File: config.mk
export PLATFORM = sky130hd
export DESIGN_NAME = vga_pattern_gen_flat
export DESIGN_NICKNAME = d
export VERILOG_FILES = /design/src/rtl/vga_pattern_gen_pkg.sv /design/src/rtl/vga_pattern_gen_if.sv /design/src/rtl/vga_text_rom.sv /design/src/rtl/vga_pattern_gen.sv /design/src/flat_wrapper.sv
export SDC_FILE = /design/constraint.sdc
export NUM_CORES = 1
export LEC_CHECK = 0
export BUFFER_PORTS_ARGS = -buffer_cell sky130_fd_sc_hd__buf_2
export CORE_UTILIZATION = 55
export CTS_CLUSTER_SIZE = 20
export DETAILED_ROUTE_END_ITERATION = 16
export PLACE_DENSITY = 0.75
export SYNTH_ARGS = -nofsm -noshare
export SYNTH_HDL_FRONTEND = slang
export SYNTH_SLANG_ARGS = --single-unit
export TNS_END_PERCENT = 10
File: constraint.sdc
create_clock -name clk -period 4.1 [get_ports clk]
set_clock_uncertainty 0.15 [all_clocks]
set_input_delay 0.41 -clock clk [delete_from_list [all_inputs] [get_ports clk]]
set_output_delay 0.41 -clock clk [all_outputs]
set_load 0.01 [all_outputs]
File: src/rtl/vga_pattern_gen_pkg.sv
// Shared constants, glyph codes and colour expansion for the VGA test-pattern generator.
package vga_pattern_pkg;

    localparam logic [3:0] PAT_TEXT       = 4'd0;
    localparam logic [3:0] PAT_CHECK_BASE = 4'd8;
    localparam logic [3:0] PAT_VBARS      = 4'd12;
    localparam logic [3:0] PAT_HBARS      = 4'd13;
    localparam logic [3:0] PAT_RRAMP      = 4'd14;
    localparam logic [3:0] PAT_GRAMP      = 4'd15;

    localparam int TXT_W = 80;
    localparam int TXT_H = 7;

    typedef enum logic [3:0] {
        GL_SPACE,
        GL_P,
        GL_A,
        GL_T,
        GL_E,
        GL_R,
        GL_N,
        GL_1,
        GL_6
    } glyph_t;

    // Each channel of the result is 8 bits wide; callers keep the low COLOR_BITS of each.
    function automatic logic [23:0] expand(input logic [2:0] c);
        return {{8{c[2]}}, {8{c[1]}}, {8{c[0]}}};
    endfunction

endpackage

File: src/rtl/vga_pattern_gen_if.sv
// Timing bundle coming from the vga timing generator into the pattern generator.
interface vga_pattern_gen_if;

    logic       ptick;
    logic       ftick;
    logic       active;
    logic [9:0] xpos;
    logic [9:0] ypos;

    modport master (output ptick, ftick, active, xpos, ypos);
    modport slave  (input  ptick, ftick, active, xpos, ypos);

endinterface

File: src/rtl/vga_text_rom.sv
// Combinational 80x7 banner ROM spelling "PATTERN 16" in 5x7 glyphs on 8-column cells.
module vga_text_rom
    import vga_pattern_pkg::*;
(
    input  logic [2:0] row,
    input  logic [6:0] col,
    output logic       rom_bit
);

    glyph_t      glyph;
    logic [34:0] glyph_bits;
    logic [34:0] shifted;
    logic [5:0]  shamt;
    logic [7:0]  cell_row;

    function automatic logic [34:0] glyph_rows(input glyph_t g);
        case (g)
            GL_P:    return 35'b11110_10001_10001_11110_10000_10000_10000;
            GL_A:    return 35'b01110_10001_10001_11111_10001_10001_10001;
            GL_T:    return 35'b11111_00100_00100_00100_00100_00100_00100;
            GL_E:    return 35'b11111_10000_10000_11110_10000_10000_11111;
            GL_R:    return 35'b11110_10001_10001_11110_10100_10010_10001;
            GL_N:    return 35'b10001_11001_10101_10011_10001_10001_10001;
            GL_1:    return 35'b00100_01100_00100_00100_00100_00100_01110;
            GL_6:    return 35'b00110_01000_10000_11110_10001_10001_01110;
            default: return '0;
        endcase
    endfunction

    // Cells 10..15 cover columns 80..127 and stay blank; row 7 shifts everything out.
    always_comb begin
        case (col[6:3])
            4'd0:    glyph = GL_P;
            4'd1:    glyph = GL_A;
            4'd2:    glyph = GL_T;
            4'd3:    glyph = GL_T;
            4'd4:    glyph = GL_E;
            4'd5:    glyph = GL_R;
            4'd6:    glyph = GL_N;
            4'd8:    glyph = GL_1;
            4'd9:    glyph = GL_6;
            default: glyph = GL_SPACE;
        endcase
        glyph_bits = glyph_rows(glyph);
        shamt      = 6'(row) * 6'd5;
        shifted    = glyph_bits << shamt;
        cell_row   = {shifted[34:30], 3'b000};
        rom_bit    = cell_row[3'd7 - col[2:0]];
    end

endmodule

File: src/rtl/vga_pattern_gen.sv
// Parametrised VGA test-pattern generator with dwell/step sequencing.
// Optional banner scrolling is enabled by defining VGA_PATTERN_SCROLL_EN.
module vga_pattern_gen
    import vga_pattern_pkg::*;
#(
    parameter int COLOR_BITS     = 1,
    parameter int DWELL_FRAMES   = 60,
    parameter int TXT_SCALE_LOG2 = 2,
    parameter int TXT_X          = 40,
    parameter int TXT_Y          = 55,
    parameter int CHECK_LOG2     = 5,
    parameter int BAR_LOG2       = 5
) (
    input  logic                      clk,
    input  logic                      reset_n,
    vga_pattern_gen_if.slave          vga,
    input  logic                      auto_en,
    input  logic                      step,
    output logic [3*COLOR_BITS-1:0]   pixel,
    output logic [3:0]                pattern,
    output logic                      pattern_chg
);

    localparam int CB = COLOR_BITS;
    localparam logic [10:0] TX_LO = 11'(TXT_X);
    localparam logic [10:0] TX_HI = 11'(TXT_X + TXT_W);
    localparam logic [10:0] TY_LO = 11'(TXT_Y);
    localparam logic [10:0] TY_HI = 11'(TXT_Y + TXT_H);
    localparam logic [7:0]  DWELL_LAST = 8'(DWELL_FRAMES - 1);

    logic [7:0]        dwell_cnt;
    logic              dwell_expire;
    logic              advance;
    logic [9:0]        bx;
    logic [9:0]        by;
    logic [9:0]        bx_rel;
    logic [9:0]        by_rel;
    logic              in_banner;
    logic [6:0]        rom_col;
    logic              rom_bit;
    logic [2:0]        cidx;
    logic [23:0]       ex;
    logic [3*CB-1:0]   pix_next;
    logic              unused_bits;

    // Step and dwell expiry share one increment so they can never double-count.
    assign dwell_expire = auto_en && vga.ftick && (dwell_cnt == DWELL_LAST);
    assign advance      = step || dwell_expire;

    always_ff @(posedge clk or negedge reset_n) begin
        if (!reset_n) begin
            pattern     <= PAT_TEXT;
            dwell_cnt   <= '0;
            pattern_chg <= 1'b0;
        end else if (advance) begin
            pattern     <= pattern + 4'd1;
            dwell_cnt   <= '0;
            pattern_chg <= 1'b1;
        end else begin
            pattern_chg <= 1'b0;
            if (auto_en && vga.ftick)
                dwell_cnt <= dwell_cnt + 8'd1;
        end
    end

    assign bx        = vga.xpos >> TXT_SCALE_LOG2;
    assign by        = vga.ypos >> TXT_SCALE_LOG2;
    assign bx_rel    = bx - TX_LO[9:0];
    assign by_rel    = by - TY_LO[9:0];
    assign in_banner = ({1'b0, bx} >= TX_LO) && ({1'b0, bx} < TX_HI) &&
                       ({1'b0, by} >= TY_LO) && ({1'b0, by} < TY_HI);

`ifdef VGA_PATTERN_SCROLL_EN
    logic [6:0] scroll_off;
    logic [7:0] col_sum;
    logic [7:0] col_wrap;

    // Offset advances one block per frame while the banner is showing.
    always_ff @(posedge clk or negedge reset_n) begin
        if (!reset_n)
            scroll_off <= '0;
        else if (pattern != PAT_TEXT)
            scroll_off <= '0;
        else if (vga.ftick)
            scroll_off <= (scroll_off == 7'(TXT_W - 1)) ? 7'd0 : scroll_off + 7'd1;
    end

    always_comb begin
        col_sum  = {1'b0, bx_rel[6:0]} + {1'b0, scroll_off};
        col_wrap = (col_sum >= 8'(TXT_W)) ? col_sum - 8'(TXT_W) : col_sum;
        rom_col  = col_wrap[6:0];
    end

    assign unused_bits = ^{vga.xpos, vga.ypos, bx_rel[9:7], by_rel[9:3], col_wrap[7]};
`else
    assign rom_col     = bx_rel[6:0];
    assign unused_bits = ^{vga.xpos, vga.ypos, bx_rel[9:7], by_rel[9:3]};
`endif

    vga_text_rom u_rom (
        .row     (by_rel[2:0]),
        .col     (rom_col),
        .rom_bit (rom_bit)
    );

    // Indexed patterns pick a 3-bit colour; the two ramps bypass the palette.
    always_comb begin
        cidx = 3'd0;
        if (pattern == PAT_TEXT)
            cidx = (in_banner && rom_bit) ? 3'b111 : 3'b000;
        else if (pattern < PAT_CHECK_BASE)
            cidx = pattern[2:0];
        else if (pattern < PAT_VBARS)
            cidx = (vga.xpos[CHECK_LOG2] ^ vga.ypos[CHECK_LOG2]) ?
                   {1'b0, pattern[1:0]} : ~{1'b0, pattern[1:0]};
        else if (pattern == PAT_VBARS)
            cidx = vga.xpos[BAR_LOG2+2 -: 3] + 3'd4;
        else if (pattern == PAT_HBARS)
            cidx = vga.ypos[BAR_LOG2+2 -: 3] + 3'd5;

        ex       = expand(cidx);
        pix_next = {ex[16 +: CB], ex[8 +: CB], ex[0 +: CB]};

        if (pattern == PAT_RRAMP)
            pix_next = {vga.xpos[9 -: CB], {(2*CB){1'b0}}};
        else if (pattern == PAT_GRAMP)
            pix_next = {3{vga.ypos[8 -: CB]}};

        if (!vga.active)
            pix_next = '0;
    end

    always_ff @(posedge clk or negedge reset_n) begin
        if (!reset_n)
            pixel <= '0;
        else if (vga.ptick)
            pixel <= pix_next;
    end

endmodule

File: src/flat_wrapper.sv
// flat-port wrapper written by rule: the top's interface ports become plain ports
module vga_pattern_gen_flat import vga_pattern_pkg::*;
#(
    parameter int COLOR_BITS     = 1,
    parameter int DWELL_FRAMES   = 60,
    parameter int TXT_SCALE_LOG2 = 2,
    parameter int TXT_X          = 40,
    parameter int TXT_Y          = 55,
    parameter int CHECK_LOG2     = 5,
    parameter int BAR_LOG2       = 5
)
  (clk, reset_n, auto_en, step, pixel, pattern, pattern_chg, vga_ptick, vga_ftick, vga_active, vga_xpos, vga_ypos);
  vga_pattern_gen_if vga_i ();
  input  logic clk;
  input  logic reset_n;
  input  logic auto_en;
  input  logic step;
  output logic [3*COLOR_BITS-1:0] pixel;
  output logic [3:0] pattern;
  output logic pattern_chg;
  input wire logic [$bits(vga_i.ptick)-1:0] vga_ptick;
  input wire logic [$bits(vga_i.ftick)-1:0] vga_ftick;
  input wire logic [$bits(vga_i.active)-1:0] vga_active;
  input wire logic [$bits(vga_i.xpos)-1:0] vga_xpos;
  input wire logic [$bits(vga_i.ypos)-1:0] vga_ypos;
  assign vga_i.ptick = vga_ptick;
  assign vga_i.ftick = vga_ftick;
  assign vga_i.active = vga_active;
  assign vga_i.xpos = vga_xpos;
  assign vga_i.ypos = vga_ypos;
  vga_pattern_gen #(.COLOR_BITS(COLOR_BITS), .DWELL_FRAMES(DWELL_FRAMES), .TXT_SCALE_LOG2(TXT_SCALE_LOG2), .TXT_X(TXT_X), .TXT_Y(TXT_Y), .CHECK_LOG2(CHECK_LOG2), .BAR_LOG2(BAR_LOG2)) u_core (.clk(clk), .reset_n(reset_n), .vga(vga_i), .auto_en(auto_en), .step(step), .pixel(pixel), .pattern(pattern), .pattern_chg(pattern_chg));
endmodule
==> flow_metrics.env <==
export IMPL_rows=27
export IMPL_dp_hpwl_um=8637
export IMPL_yosys_area_top_type="dfrtp_1"
export IMPL_numCtsBuffers=3
export IMPL_grt_max_degree=32
export IMPL_r2r_start="u_core.pattern[1]"
export IMPL_synth_compound_gate_area_share_pct=39.71
export IMPL_clkPwrFrac_pct=11.1
export IMPL_ios=35
export IMPL_synth_top_family_by_area="compound AO/OA/AOI/OAI gates"
export IMPL_synth_mux_area_share_pct=3.386
export IMPL_ant_nets=0
export IMPL_hp_start="step"
export IMPL_synth_edf_count=0
export IMPL_synth_main_ff_cell="dfrtp_1"
export IMPL_route_detailed_drc=0
export IMPL_synth_distinct_cells=83
export IMPL_path_clk_slew_ns=0.06
export IMPL_place_congestion=0.9923
export IMPL_syn2layout_area_growth_pct=15.51
export IMPL_hold_viol=0
export IMPL_final_setup_viol_count=0
export IMPL_power_switching_w=0.0006239
export IMPL_dpl_cell_count=562
export IMPL_required_ns=4.06
export IMPL_cts_tree="done"
export IMPL_crit_start="vga_xpos[6]"
export IMPL_clock_latency_ns=0.25
export IMPL_synth_fp_nets=492
export IMPL_drt_iter0_markers=519
export IMPL_final_nets=539
export IMPL_syn_area_sq_um=3252
export IMPL_yosys_register_bits=16
export IMPL_finalWirelength_um=11430
export IMPL_core_area_sq_um=5608
export IMPL_worstPathArrival_ns=3.82
export IMPL_rsz0062_at_grt="false"
export IMPL_max_freq_mhz=259.2
export IMPL_hold_path_depth=2
export IMPL_slew_headroom_pct=61.78
export IMPL_hold_end="u_core.dwell_cnt[6]"
export IMPL_finalCritPeriodShare_pct=94.08
export IMPL_ys_warn_count=0
export IMPL_reg2reg_to="u_core.pixel[2]"
export IMPL_synth_xor_area_share_pct=4.886
export IMPL_stdcell_count=567
export IMPL_status="complete, no violations"
export IMPL_via_per_inst=6.991
export IMPL_synth_simple_area_share_pct=25.05
export IMPL_syn_avg_cell_area_sq_um=7.242
export IMPL_grt_pass1_vias=3683
export IMPL_antenna_found_initial=0
export IMPL_synth_top_area_share_pct=12.31
export IMPL_worst_slew_pin_slew_ns=0.5712
export IMPL_die_w_um=78.89
export IMPL_dieArea_sq_um=6224
export IMPL_synthArstFlopShare_pct=100.0
export IMPL_seqPwrFrac_pct=21.5
export IMPL_power_density_nw_per_um2=330.6
export IMPL_n_antenna_cell=0
export IMPL_clock_sink_count=16
export IMPL_finalMaxSlewViolations=0
export IMPL_cp_max_fo=4
export IMPL_critPathMaxStageDelay_ns=0.41
export IMPL_rrSetupSlack_ns=1.76
export IMPL_start_util_pct=57.99
export IMPL_drive_above_1_share_pct=22.63
export IMPL_synthCells=449
export IMPL_postCtsSetupBuffers=0
export IMPL_synth_common_cells="39 x nand2_1, 39 x nor2_1, 32 x a21oi_1"
export IMPL_p_comb_share_pct=67.3
export IMPL_min_period_ns=3.857
export IMPL_grt_ovfl_total=0
export IMPL_die_h_um=78.89
export IMPL_ctsLongestPathBuffers=2
export IMPL_fin_ws_ns=0.2426
export IMPL_clock_tree_root_cell="clkbuf_8"
export IMPL_path_cells="buf_2 > or2_4 > ha_1 > nor3b_1 > a21o_1 > inv_1 > ha_1 > and3_4 > a2111oi_4 > a21o_1 > o21ai_1 > a21oi_1 > or3_1 > a41oi_2 > o311ai_2 > buf_4 > o221ai_1"
export IMPL_pre_cts_ws_ns=-0.03177
export IMPL_vias=3964
export IMPL_cap_viol_max_count=0
export IMPL_reg2regPathDepth=8
export IMPL_hp_class="input port to register"
export IMPL_firstDrtPassIters=6
export IMPL_track_usage_pct=37.86
export IMPL_synth_area_leaders="dfrtp_1 12%, ha_1 6.2%, a21oi_1 4.9%"
export IMPL_routedWlPerCell_um=20.15
export IMPL_worstSetupStartpointType="input port"
export IMPL_fillers=476
export IMPL_htreeDepth=1
export IMPL_intPower_w=0.0006179
export IMPL_leakagePower_nw=1.546
export IMPL_ir_drop_mv=0.4178
export IMPL_grt_pass1_wl_um=18490
export IMPL_crit_type="input port to register"
export IMPL_numPortBuffers=30
export IMPL_synthAdderAreaFrac_pct=6.156
export IMPL_ys_seq_area_share_pct=12.31
export IMPL_critPathSlowestCell="a2111oi_4"
export IMPL_swShare_pct=50.24
export IMPL_critPathCaptureType="register"
## critical path: cells and delay by family
kind | cells | cell delay [ns]
fa+ha+maj | 2 | 0.58
buf+inv | 3 | 0.36
simple gates | 4 | 0.82
compound gates | 8 | 1.63
## cell usage in the layout, fill, tap and decap left out, types with 5 or more instances in the layout
cell	count
o221ai_1	6
a21o_1	5
dfrtp_1	16
nand2_1	39
xor2_1	8
ha_1	16
a21oi_1	31
a211oi_1	7
nand2b_1	7
o21ai_1	5
o22ai_1	7
xnor2_1	7
nand4_1	8
o21ai_0	21
nor3_1	15
buf_4	46
mux2i_1	8
o211ai_1	8
nand3_1	22
inv_1	18
o2111ai_1	6
nor2_1	39
a31oi_1	10
buf_2	30
## through the flow
step	setup TNS [ns]	area [sq um]	power, W	hold slack [ns]	utilization (%)
2_1_floorplan	0	3259	0.0007990	-0.03559	-
5_1_grt	0	3756	0.001327	0.1827	66.98
4_1_cts	0	3729	0.001210	0.1843	66.49
3_3_place_gp	0	3664	0.001062	0.1807	65.33
3_5_place_dp	-0.06574	3664	0.001067	0.1844	65.33
6_report	0	3756	0.001242	0.1877	66.98
## what timing repair did
item / in CTS / in global routing
hold buffers: 1 / 0
resized for setup: 0 / 6
endpoints found under the hold margin: 16 / 0
endpoints found under the setup margin: 0 / 3
## sequential cells by signal (all words and copies together), names as in the netlist
name                cells
u_core.pattern          4
u_core.pixel            3
u_core.pattern_chg      1
u_core.dwell_cnt        8
## per-layer routing
metal	vias up	global-route usage (%)	part of all wire, %
li1	1816	-	-
met1	1829	48.20	41
met2	262	63.65	47
met3	57	4.253	7.5
met4	0	18.00	5.1
met5	-	0	0
## how the worst max path moves through the flow
stage                           end  slack (ns)  cells past startpoint
floorplan           u_core.pixel[0]        0.11                     19
global placement    u_core.pixel[0]        0.02                     16
detailed placement  u_core.pixel[0]       -0.03                     17
CTS                 u_core.pixel[2]        0.21                     17
global route        u_core.pixel[0]       0.007                     18
finish              u_core.pixel[2]        0.24                     17
## cells by family after synthesis
logic type / Yosys count
AND/OR/NAND/NOR: 164
flip-flops: 16
multiplexers: 11
XOR/XNOR: 16
buffers and inverters: 56
adder cells (fa/ha/maj): 16
AO/OA/AOI/OAI: 170
## area by class of cell
class	count	area [sq um]	share of cell area, %
Timing Repair Buffer	78	525.5	13.99
Sequential cell	16	400.4	10.66
Multi-Input combinational cell	377	2610	69.49
Inverter	20	75.07	1.999
Clock buffer	4	55.05	1.466
Tap cell	72	90.09	2.398
## power by group through the flow
stage	clock, W	sequential, W	combinational [W]
2_1_floorplan	0	0.000249	0.000550
3_3_place_gp	0	0.000266	0.000796
3_5_place_dp	0	0.000267	0.000800
4_1_cts	0.000140	0.000265	0.000805
5_1_grt	0.000148	0.000277	0.000902
6_report	0.000138	0.000267	0.000836
(Power assumes the default switching activity.)
